File: config.mk
export PLATFORM = sky130hd
export DESIGN_NAME = cmd_frame_parser
export DESIGN_NICKNAME = d
export VERILOG_FILES = /design/src/rtl/cmd_frame_parser.sv
export SDC_FILE = /design/constraint.sdc
export NUM_CORES = 1
export LEC_CHECK = 0
export BUFFER_PORTS_ARGS = -buffer_cell sky130_fd_sc_hd__buf_2
export CORE_ASPECT_RATIO = 1.5
export CORE_MARGIN = 5
export CORE_UTILIZATION = 55
export CTS_CLUSTER_DIAMETER = 80
export CTS_CLUSTER_SIZE = 25
export DETAILED_ROUTE_END_ITERATION = 10
export GPL_TIMING_DRIVEN = 1
export PLACE_DENSITY = 0.76
export SETUP_SLACK_MARGIN = 0.1
export SLEW_MARGIN = 30
export SYNTH_ARGS = -nofsm -noshare
export SYNTH_HDL_FRONTEND = slang
export SYNTH_SLANG_ARGS = --single-unit
File: constraint.sdc
create_clock -name clk40M -period 2.8 [get_ports clk40M]
set_input_delay 0.84 -clock clk40M [delete_from_list [all_inputs] [get_ports clk40M]]
set_output_delay 0.84 -clock clk40M [all_outputs]
set_load 0.05 [all_outputs]
File: src/rtl/cmd_frame_parser.sv
// Assembles UART bytes into SYNC/cmd/addr/data command frames and presents them as registered fields.
// Optional XOR checksum byte is enabled by defining CMD_FRAME_PARSER_CHKSUM_EN.
module cmd_frame_parser #(
    parameter logic [7:0]  SYNC_BYTE   = 8'hA5,
    parameter int unsigned TIMEOUT_CYC = 400000
) (
    input  logic       clk40M,
    input  logic       nRst,
    input  logic       rxValid,
    input  logic [7:0] rxData,
    output logic       cmdUpdate,
    output logic [7:0] cmd,
    output logic [7:0] addrLsb,
    output logic [7:0] addrMsb,
    output logic [7:0] dataLsb,
    output logic [7:0] dataMsb,
    output logic       frameErr,
    output logic [7:0] errCount
);

    localparam int               CNT_W    = $clog2(TIMEOUT_CYC);
    localparam logic [CNT_W-1:0] CNT_MAX  = CNT_W'(TIMEOUT_CYC - 1);
    localparam logic [CNT_W-1:0] CNT_ONE  = CNT_W'(1);
    localparam int               N_FIELDS = 5;
    localparam logic [2:0]       LAST_IDX = 3'd4;

    typedef enum logic [1:0] {
        S_IDLE    = 2'd0,
        S_PAYLOAD = 2'd1,
`ifdef CMD_FRAME_PARSER_CHKSUM_EN
        S_CHK     = 2'd2,
`endif
        S_ACCEPT  = 2'd3
    } state_t;

    state_t           state_q, state_d;
    logic [2:0]       idx_q, idx_d;
    logic [CNT_W-1:0] cnt_q, cnt_d;
    logic [7:0]       shadow_q [N_FIELDS];
    logic [7:0]       shadow_d [N_FIELDS];
    logic [7:0]       field_q  [N_FIELDS];
    logic [7:0]       field_d  [N_FIELDS];
    logic             cmd_update_q, cmd_update_d;
    logic             frame_err_q, frame_err_d;
    logic [7:0]       err_count_q, err_count_d;
    logic             in_frame;
    logic             err_event;
    logic             timeout_hit;

`ifdef CMD_FRAME_PARSER_CHKSUM_EN
    logic [7:0] shadow_xor;

    always_comb begin
        shadow_xor = 8'h00;
        for (int i = 0; i < N_FIELDS; i++) begin
            shadow_xor = shadow_xor ^ shadow_q[i];
        end
    end
`endif

    // NOTE: every signal gets a default at the top so no path through the case leaves one unassigned (no latches).
    always_comb begin
        state_d      = state_q;
        idx_d        = idx_q;
        cnt_d        = cnt_q;
        shadow_d     = shadow_q;
        field_d      = field_q;
        cmd_update_d = 1'b0;
        frame_err_d  = 1'b0;
        err_count_d  = err_count_q;
        err_event    = 1'b0;
        timeout_hit  = 1'b0;
        in_frame     = 1'b0;

        case (state_q)
            S_IDLE: begin
                if (rxValid && (rxData == SYNC_BYTE)) begin
                    state_d = S_PAYLOAD;
                    idx_d   = '0;
                    cnt_d   = '0;
                end
            end

            S_PAYLOAD: begin
                in_frame = 1'b1;
                if (rxValid) begin
                    cnt_d = '0;
                    for (int i = 0; i < N_FIELDS; i++) begin
                        if (idx_q == 3'(i)) shadow_d[i] = rxData;
                    end
                    if (idx_q == LAST_IDX) begin
                        idx_d = '0;
`ifdef CMD_FRAME_PARSER_CHKSUM_EN
                        state_d = S_CHK;
`else
                        state_d = S_ACCEPT;
`endif
                    end else begin
                        idx_d = idx_q + 3'd1;
                    end
                end
            end

`ifdef CMD_FRAME_PARSER_CHKSUM_EN
            S_CHK: begin
                in_frame = 1'b1;
                if (rxValid) begin
                    cnt_d = '0;
                    if (rxData == shadow_xor) begin
                        state_d = S_ACCEPT;
                    end else begin
                        err_event = 1'b1;
                        state_d   = S_IDLE;
                    end
                end
            end
`endif

            S_ACCEPT: begin
                field_d      = shadow_q;
                cmd_update_d = 1'b1;
                idx_d        = '0;
                cnt_d        = '0;
                // A sync byte landing here opens the next frame straight away.
                if (rxValid && (rxData == SYNC_BYTE)) begin
                    state_d = S_PAYLOAD;
                end else begin
                    state_d = S_IDLE;
                end
            end

            default: begin
                state_d = S_IDLE;
                idx_d   = '0;
                cnt_d   = '0;
            end
        endcase

        // A byte in the same cycle as the limit wins, so only idle cycles advance or expire the counter.
        if (in_frame && !rxValid) begin
            if (cnt_q == CNT_MAX) begin
                timeout_hit = 1'b1;
            end else begin
                cnt_d = cnt_q + CNT_ONE;
            end
        end

        if (timeout_hit) begin
            err_event = 1'b1;
            state_d   = S_IDLE;
            idx_d     = '0;
            cnt_d     = '0;
            for (int i = 0; i < N_FIELDS; i++) begin
                shadow_d[i] = 8'h00;
            end
        end

        if (err_event) begin
            frame_err_d = 1'b1;
            if (err_count_q != 8'hFF) begin
                err_count_d = err_count_q + 8'd1;
            end
        end
    end

    // NOTE: state registers use non-blocking assignments so every flop samples pre-edge values.
    always_ff @(posedge clk40M) begin
        if (!nRst) begin
            state_q      <= S_IDLE;
            idx_q        <= '0;
            cnt_q        <= '0;
            cmd_update_q <= 1'b0;
            frame_err_q  <= 1'b0;
            err_count_q  <= 8'h00;
            // NOTE: the five-entry shadow/field arrays are plain flops, so clearing them on reset is cheap and intended.
            for (int i = 0; i < N_FIELDS; i++) begin
                shadow_q[i] <= 8'h00;
                field_q[i]  <= 8'h00;
            end
        end else begin
            state_q      <= state_d;
            idx_q        <= idx_d;
            cnt_q        <= cnt_d;
            cmd_update_q <= cmd_update_d;
            frame_err_q  <= frame_err_d;
            err_count_q  <= err_count_d;
            shadow_q     <= shadow_d;
            field_q      <= field_d;
        end
    end

    assign cmdUpdate = cmd_update_q;
    assign frameErr  = frame_err_q;
    assign errCount  = err_count_q;
    assign cmd       = field_q[0];
    assign addrLsb   = field_q[1];
    assign addrMsb   = field_q[2];
    assign dataLsb   = field_q[3];
    assign dataMsb   = field_q[4];

endmodule
==> run_results.csv, run 1 <==
group,metric,value,unit
run_status,outcome,"complete, no violations",
setup_path,critPathRequiredTime,3.12,ns
pwr,clock_power_share,0.587,
cts,cts_root_buf,"clkbuf_16",
global_routing,grt_usage,0.221,
timing,maxSlewHeadroom,0.618,
pwr,p_sw,0.766,mW
cts,postCtsSetupBuffers,0,
detailed_routing,routed-via-count,4224,
synthesis,synth_area_leaders,"dfxtp_1 47%, nand2_1 11%, a21boi_0 6.2%",
pwr,swShare,0.186,
pwr,power_frac_seq,0.396,
timing,slew_viol_final,0,
floorplan,rows,41,
synthesis,ys.flop_type,"dfxtp_1",
cts,clk_latency,0.41,ns
synthesis,synth_edf_count,0,
cts,cts_max_level,4,
pwr,ir_worst_vdd,470,uV
global_routing,grt_max_degree,41,
pwr,power.density,694,mW/mm2
synthesis,synth_most_common_cell,"nand2_1",
setup_path,r2r_start,"cnt_q[0]",
synthesis,ys_warn_count,0,
place,place_ws,0.162,ns
synthesis,synth_top_area_frac,0.475,
setup_path,crit_path_end_kind,"register",
timing,timing.hold.ws,0.455,ns
setup_path,cp_data_arrival_time,2.56,ns
synthesis,syn_nets,588,
final_layout,fillers,680,
pwr,total_leakage_power,2.14,nW
final_layout,antenna_cells,0,
synthesis,synth_commonest_cells,"141 x nand2_1, 114 x dfxtp_1, 40 x a21boi_0, 40 x nand3_1, 36 x a21oi_1",
setup_path,critPathLaunchType,"input port",
synthesis,synth_area,0.00481,mm2
setup_path,reg2reg_to,"cnt_q[6]",
floorplan,die_w,86.3,um
synthesis,async_reset_ff_frac,0,
timing,setup_viol,0,
detailed_routing,antenna_left,0,
detailed_routing,wl_per_cell,15.2,um
setup_path,worstSetupPathType,"input port to register",
cts,cts_tree,"yes",
global_routing,antenna_found_initial,0,
cts,post_cts_resized,0,
final_layout,drive_gt1_frac,0.177,
setup_path,crit_path_max_fanout,9,
min_path,min_from,"shadow_q[23]",
place,gp_congestion,0.831,
setup_path,ff2ff_path_depth,6,
floorplan,die-area,0.0107,mm2
timing,clock-skew-final,0.00755,ns
timing,period_needed,2.24,ns
global_routing,grt_overflow_total,0,
final_layout,area_growth,23.2,%
cts,cts_buffers,17,
cts,cts.sinks,114,
synthesis,synth_top_area_cell,"dfxtp_1",
synthesis,ys_ff_latch,114,
global_routing,grt_pass1_vias,4092,
detailed_routing,vias_per_cell,5.66,
cts,clock_path_buffers,2,
detailed_routing,remaining_drc_errors,0,
place,io_buffers,60,
timing,period_share,0.801,
cts,cts_hold_buf,0,
cts,cts.clk_slew.worst_paths,0.05,ns
final_layout,nets,644,
synthesis,synth_cells,570,
global_routing,grt_pass1_wl,19.2,mm
detailed_routing,dr.pass1.iters,5,
timing,setup_ws,0.558,ns
detailed_routing,drt-total-wl,11.4,mm
job,maxCapViolCount,0,
synthesis,yosysSeqAreaShare,0.475,
setup_path,regToRegSetupSlack,0.65,ns
timing,finalSetupTns,0,ns
min_path,min_to,"shadow_q[23]",
timing,rsz0062_at_grt,"no",
final_layout,post-route-util,0.699,
floorplan,io_pins,61,
pwr,comb_power_share,0.017,
synthesis,yosysUniqueCellTypes,54,
detailed_routing,first_iter_violations,271,
pwr,internal_power,3.34,mW
place,dp_hpwl,7.66,mm
floorplan,start_util,0.568,
synthesis,synth.avg_cell_area,8.43,um2
floorplan,core_area,0.00846,mm2
floorplan,dieHeight,124,um
timing,fmaxAchievable,446,MHz
min_path,worstHoldPathType,"register to register",
timing,hold_violations,0,
timing,tightest_slew,0.572,ns
min_path,hold_depth,2,
-- placed cells by master, fill, tap and decap left out, types with 13 or more instances in the layout --
cell type and instances:
buf_4 13, buf_2 60, mux2i_1 13, a21boi_0 40
clkbuf_16 17, dfxtp_1 114, nand3_1 40, nand2_1 141
a21oi_1 36, nor2_1 15
-- cell type report --
cell class | count | area (um2) | area share
Multi-Input combinational cell | 410 | 2360 | 0.399
Sequential cell | 114 | 2280 | 0.386
Clock buffer | 23 | 498 | 0.0841
Timing Repair Buffer | 75 | 438 | 0.0740
Clock inverter | 9 | 174 | 0.0294
Tap cell | 107 | 134 | 0.0226
Inverter | 8 | 30.0 | 0.00507
-- worst max-delay path, cell delays in order --
cell	delay, ns
buf_2	0.16
or3b_1	0.40
or3_4	0.41
or4_1	0.51
a211oi_1	0.24
-- registers in the layout, summed over array words and instances, names as in the netlist --
signal and count:
shadow_q 40, dataLsb 8, cmdUpdate 1, dataMsb 8, frameErr 1, cmd 8
errCount 8, state_q 2, addrMsb 8, cnt_q 19, addrLsb 8, idx_q 3
-- through the flow --
step / power, mW / instance area (um2) / cells
finish: 4.11 / 5920 / 746
global placement: 1.73 / 5250 / 714
CTS: 4.13 / 5920 / 746
floorplan: 1.69 / 4810 / 570
detailed placement: 1.73 / 5250 / 714
global route: 4.22 / 5920 / 746
-- worst max-delay path by stage --
stage / endpoint / from / slack [ns] / depth (start not counted)
floorplan: cnt_q[15] / rxValid / 0.26 / 5
CTS: cnt_q[17] / rxValid / 0.58 / 5
detailed placement: cnt_q[17] / rxValid / 0.16 / 5
global placement: cnt_q[17] / rxValid / 0.22 / 5
finish: cnt_q[17] / rxValid / 0.56 / 5
global route: cnt_q[15] / rxValid / 0.48 / 5
-- power groups by stage --
stage / clock network [mW] / logic [mW] / registers (mW)
after global routing: 2.52 / 0.0752 / 1.62
after global placement: 0 / 0.0674 / 1.66
after detailed placement: 0 / 0.0696 / 1.66
after CTS: 2.44 / 0.0693 / 1.62
final: 2.41 / 0.0697 / 1.62
after floorplan: 0 / 0.0364 / 1.66
-- metal layers --
layer  share of wire  track usage
met2            0.54        0.377
met1            0.39        0.253
met5               0            0
met3           0.047       0.0503
met4           0.019        0.111
-- kinds of logic after synthesis --
group,share of synthesized area
flip-flops,0.475
multiplexers,0.0271
AND/OR/NAND/NOR,0.265
buffers and inverters,0.0393
adder cells (fa/ha/maj),0.0203
AO/OA/AOI/OAI,0.164
XOR/XNOR,0.00911
(Power assumes the default switching activity.)
==> inputs of run 2 (changes only) <==
ABC_AREA = 1   (was default)
CORE_UTILIZATION = 52   (was 55)
PLACE_DENSITY = 0.75   (was 0.76)
clock period = 2 ns   (was 2.8 ns; I/O delays follow)
==> run 2 against run 1 <==
Compared with the run above:
- worst setup slack worse by 0.34 ns
- synthesized area is 4.0% higher
- via count is 12% higher
- utilization is 4.4 points lower
- hold slack hardly changed
- non-clock buffer count is 7 higher
- critical endpoint is now shadow_q[2]
- largest cell class unchanged
==> run_results.csv, run 2 <==
group,metric,value,unit
cts,clock_path_buffers,2,
timing,clock-skew-final,0.00588,ns
final_layout,instances_no_fill,894,
synthesis,synth_compound_area_frac,0.140,
timing,timing.hold.ws,0.455,ns
final_layout,final_common_cell,"nor2_1",
setup_path,critPathLaunchType,"register",
final_layout,largest_reg_flops,40,
detailed_routing,wl_per_cell,13.9,um
timing,setup_ws,0.218,ns
cts,cts_hold_buf,0,
timing,period_share,0.891,
setup_path,crit_path_max_fanout,15,
cts,post_cts_resized,0,
synthesis,synthAdderAreaFrac,0.0175,
timing,fmaxAchievable,561,MHz
setup_path,cp_data_arrival_time,2.08,ns
pwr,ir_worst_vdd,1020,uV
pwr,total_leakage_power,2.62,nW
global_routing,grt_usage,0.217,
synthesis,ys.flop_type,"dfxtp_1",
synthesis,synth_top_family_by_area,"simple AND/OR/NAND/NOR gates",
synthesis,synth_most_common_cell,"nor2_1",
setup_path,slowest_delay,0.40,ns
pwr,clock_power_share,0.539,
cts,cts_max_level,4,
cts,postCtsSetupBuffers,0,
place,place_ws,0.105,ns
floorplan,start_util,0.537,
timing,period_needed,1.78,ns
detailed_routing,drt-total-wl,12.5,mm
min_path,worstHoldPathType,"register to register",
timing,tightest_slew,0.468,ns
setup_path,crit_path_end_kind,"register",
synthesis,yosys.area_share.simple,0.291,
synthesis,ys_warn_count,0,
cts,cts.sinks,114,
floorplan,die-area,0.0117,mm2
floorplan,io_pins,61,
place,gp_congestion,0.894,
timing,rsz0062_at_grt,"yes",
synthesis,synth_area,0.00500,mm2
synthesis,synth_area_leaders,"dfxtp_1 46%, nor2_1 9.8%, a21oi_1 8.7%",
synthesis,synth_top_area_cell,"dfxtp_1",
floorplan,rows,43,
global_routing,grt_pass1_wl,20.9,mm
synthesis,synth_cells,695,
timing,finalSetupTns,0,ns
pwr,power_frac_seq,0.418,
detailed_routing,vias_per_cell,5.30,
synthesis,ys_ff_latch,114,
place,io_buffers,60,
detailed_routing,antenna_left,0,
timing,maxSlewHeadroom,0.686,
setup_path,critPathRequiredTime,2.30,ns
pwr,internal_power,4.25,mW
setup_path,worstSetupPathType,"register to register",
floorplan,core_area,0.00931,mm2
synthesis,yosysSeqAreaShare,0.457,
cts,cts.clk_slew.worst_paths,0.05,ns
cts,cts_tree,"yes",
cts,cts_buffers,17,
setup_path,critPathSlowestCell,"dfxtp_1",
final_layout,fillers,780,
global_routing,grt_pass1_vias,4645,
synthesis,synth_commonest_cells,"130 x nor2_1, 114 x dfxtp_1, 104 x nand2_1",
synthesis,synth_top_area_frac,0.457,
detailed_routing,remaining_drc_errors,0,
global_routing,grt_max_degree,68,
place,dp_hpwl,8.73,mm
synthesis,synthMuxAreaShare,0,
detailed_routing,dr.pass1.iters,5,
setup_path,crit_chain,"nand2_1, nor2_1, nand2_1, nor2_1, nand3_1, nand2_4, buf_4, nor2_1",
final_layout,top_regs,"shadow_q: 40 flops, cnt_q: 19 flops",
floorplan,die_w,90.0,um
final_layout,drive_gt1_frac,0.173,
timing,slew_viol_final,0,
floorplan,dieHeight,130,um
final_layout,post-route-util,0.655,
run_status,outcome,"complete, no violations",
place,place_inst,862,
synthesis,async_reset_ff_frac,0,
synthesis,synth_edf_count,0,
final_layout,top_register,"shadow_q",
final_layout,antenna_cells,0,
synthesis,synthXorXnorAreaFrac,0.0140,
cts,cts_root_buf,"clkbuf_16",
final_layout,nets,787,
pwr,swShare,0.225,
final_layout,layout_common_cells,"130 x nor2_1, 112 x dfxtp_1, 104 x nand2_1, 87 x a21oi_1, 68 x inv_1",
job,maxCapViolCount,0,
final_layout,area_growth,22.1,%
cts,clk_latency,0.41,ns
setup_path,cp_common_cell,"nor2_1",
pwr,power.density,900,mW/mm2
detailed_routing,first_iter_violations,200,
timing,setup_viol,0,
synthesis,syn_nets,713,
global_routing,antenna_found_initial,0,
timing,hold_violations,0,
pwr,comb_power_share,0.043,
global_routing,grt_overflow_total,0,
detailed_routing,routed-via-count,4737,
pwr,p_sw,1.24,mW
synthesis,synth.avg_cell_area,7.19,um2
synthesis,yosysUniqueCellTypes,30,
-- run 2: worst paths after layout --
check | from | to | slack, ns | cells after the start
hold / removal | shadow_q[1] | dataMsb[1] | 0.45 | 2
setup reg to reg | cnt_q[6] | shadow_q[2] | 0.22 | 8
hold reg to reg | shadow_q[1] | dataMsb[1] | 0.45 | 2
setup / recovery | cnt_q[6] | shadow_q[2] | 0.22 | 8
-- run 2: area by class of cell --
class                      instances  area, um2  area share
multi-input combinational        481       2320       0.381
sequential                       114       2280       0.375
timing repair buffer              82        490      0.0804
clock buffer                      20        457      0.0749
inverter                          73        274      0.0449
tap                              112        140      0.0230
clock inverter                    12        131      0.0215
-- run 2: layer usage --
metal | track usage | vias to the layer above | share of wire
li1 | - | 2400 | -
met1 | 0.229 | 2152 | 0.40
met2 | 0.397 | 144 | 0.52
met3 | 0.0542 | 41 | 0.049
met4 | 0.113 | 0 | 0.033
met5 | 0 | - | 0
-- run 2: logic make-up (layout without fill, tap and decap cells) --
| kind of cell | Yosys count | after routing |
|---|---|---|
| xor gates and xnor gates | 8 | 8 |
| and+or+nand+nor | 327 | 327 |
| adders and majority gates | 7 | 7 |
| AOI/OAI and AO/OA | 139 | 139 |
| DFF | 114 | 114 |
| buffers and inverters | 100 | 187 |
-- run 2: power groups by stage --
stage                     logic (mW)  clock network (mW)  registers, mW
after CTS                      0.234                2.99           2.30
final                          0.237                2.96           2.30
after global routing           0.263                3.13           2.30
after global placement         0.229                   0           2.34
after floorplan                0.145                   0           2.34
after detailed placement       0.231                   0           2.34
-- run 2: critical path, delay by kind of cell, from the launching register on --
kind	cells	cell delay [ns]
flip-flops	1	0.40
buffers and inverters	1	0.23
AND/OR/NAND/NOR	7	1.04
-- run 2: through the flow --
stage | power, mW | cell area, um2
2_1_floorplan | 2.49 | 5000
3_3_place_gp | 2.57 | 5500
3_5_place_dp | 2.57 | 5500
4_1_cts | 5.52 | 6080
5_1_grt | 5.68 | 6100
6_report | 5.49 | 6100
==> inputs of run 3 (changes only) <==
ABC_AREA = default   (was 1)
CORE_ASPECT_RATIO = default   (was 1.5)
PLACE_DENSITY = 0.76   (was 0.75)
==> run 3 against run 2 <==
Compared with the run above:
- hold slack gained 0.0015 ns
- critical endpoint is now cnt_q[17]
- worst setup slack worse by 0.092 ns
- highest routed layer unchanged
- critical path type unchanged
- sequential cell count is the same
==> run_results.csv, run 3 (same netlist as run 1, synthesis figures left out) <==
group,metric,value,unit
floorplan,dieHeight,106,um
setup_path,crit_path_end_kind,"register",
pwr,total_leakage_power,2.27,nW
final_layout,final_cell_area,0.00619,mm2
timing,tightest_slew,0.430,ns
timing,period_share,0.937,
final_layout,top_regs,"shadow_q: 40 flops, cnt_q: 19 flops",
final_layout,top_register,"shadow_q",
timing,slew_viol_final,0,
detailed_routing,wl_per_cell,15.6,um
cts,cts.sinks,114,
setup_path,critPathRequiredTime,2.45,ns
detailed_routing,top_layer,"met4",
cts,cts_hold_buf,0,
detailed_routing,dr.pass1.iters,5,
cts,clk_latency,0.52,ns
detailed_routing,first_iter_violations,250,
detailed_routing,dr_wl_met2,5.88,mm
place,place_inst,741,
timing,setup_viol,0,
min_path,worstHoldPathType,"register to register",
pwr,power.density,919,mW/mm2
timing,hold_violations,0,
final_layout,drive_gt1_frac,0.241,
final_layout,largest_reg_flops,40,
setup_path,crit_path_max_fanout,6,
detailed_routing,route.met3.wl,795,um
floorplan,rows,35,
timing,period_needed,1.87,ns
detailed_routing,routed-via-count,4448,
cts,cts_buffers,17,
setup_path,cp_data_arrival_time,2.32,ns
timing,clock-skew-final,0.00760,ns
floorplan,core_area,0.00911,mm2
global_routing,grt_overflow_total,0,
pwr,ir_worst_vdd,459,uV
final_layout,antenna_cells,0,
global_routing,grt_max_degree,43,
timing,timing.hold.ws,0.456,ns
detailed_routing,vias_per_cell,5.72,
cts,cts_tree,"yes",
pwr,power,5.69,mW
place,gp_congestion,0.903,
global_routing,grt_usage,0.218,
cts,cts.clk_slew.worst_paths,0.06,ns
final_layout,layout_common_cells,"141 x nand2_1, 108 x dfxtp_1, 58 x buf_2, 41 x buf_4",
global_routing,antenna_found_initial,0,
final_layout,final_common_cell,"nand2_1",
global_routing,grt_pass1_vias,4112,
timing,rsz0062_at_grt,"yes",
cts,cts_max_level,4,
detailed_routing,wl_met1,5.16,mm
global_routing,grt_pass1_wl,19.6,mm
detailed_routing,antenna_left,0,
final_layout,instances_no_fill,778,
place,io_buffers,60,
timing,maxSlewHeadroom,0.712,
setup_path,worstSetupPathType,"register to register",
cts,cts_root_buf,"clkbuf_8",
job,maxCapViolCount,0,
setup_path,critPathLaunchType,"register",
floorplan,io_pins,61,
floorplan,die-area,0.0113,mm2
timing,finalSetupTns,0,ns
final_layout,nets,672,
floorplan,start_util,0.528,
detailed_routing,remaining_drc_errors,0,
run_status,outcome,"complete, no violations",
detailed_routing,drt-total-wl,12.1,mm
final_layout,area_growth,28.8,%
timing,fmaxAchievable,534,MHz
place,placed_area,0.00545,mm2
cts,clock_path_buffers,2,
floorplan,die_w,106,um
place,dp_hpwl,8.18,mm
[run 3: cell count changes in the layout (fill, tap and decap cells not counted), moves of 7 or more]
cell / change
a21boi_0: +40
a21oi_1: -51
buf_4: +21
inv_1: -61
mux2i_1: +13
nand2_1: +37
nand2b_1: +7
nand3_1: -16
nor2_1: -116
o21ai_0: -46
[run 3: layer usage]
layer	up-vias	GRT usage
met5	-	0
met4	0	0.0999
met3	24	0.0595
met2	157	0.357
met1	2094	0.267
li1	2173	-
[run 3: repair_timing]
action	in CTS	in global routing
gates cloned	1	0
pin swaps	1	3
setup endpoints to repair	4	14
gates resized for setup	8	12
setup buffers	1	3
[run 3: worst max-delay path, stage by stage, from the launching register on]
cell and delay, ns:
dfxtp_2 0.35, or3b_4 0.38, or3_4 0.41, or4_4 0.49
a211oi_2 0.17
[run 3: worst paths after layout]
path	end	slack (ns)	from	depth (start not counted)
worst max register to register	cnt_q[17]	0.13	state_q[0]	4
worst max-delay path	cnt_q[17]	0.13	state_q[0]	4
worst min-delay path	shadow_q[10]	0.46	shadow_q[10]	2
worst min register to register	shadow_q[10]	0.46	shadow_q[10]	2
[run 3: report_power, final]
part / switching, mW / total (mW) / internal (mW) / leakage, nW
combinational: 0.0717 / 0.119 / 0.0471 / 1.04
sequential: 0.000160 / 2.27 / 2.27 / 0.921
clock: 1.13 / 3.30 / 2.17 / 0.307
total: 1.20 / 5.69 / 4.49 / 2.27
[run 3: through the flow]
stage	utilization	setup slack, ns
after global routing	0.680	0.0298
after floorplan	-	-0.235
after global placement	0.599	-0.268
after CTS	0.673	0.0953
after detailed placement	0.599	-0.288
final	0.680	0.127
[run 3: cell type report]
type / instances / area, um2
clock inverter: 14 / 226
multi-input combinational: 410 / 2430
timing repair buffer: 103 / 657
inverter: 8 / 30.0
clock buffer: 18 / 418
tap: 111 / 139
fill: 728 / 2920
sequential: 114 / 2290
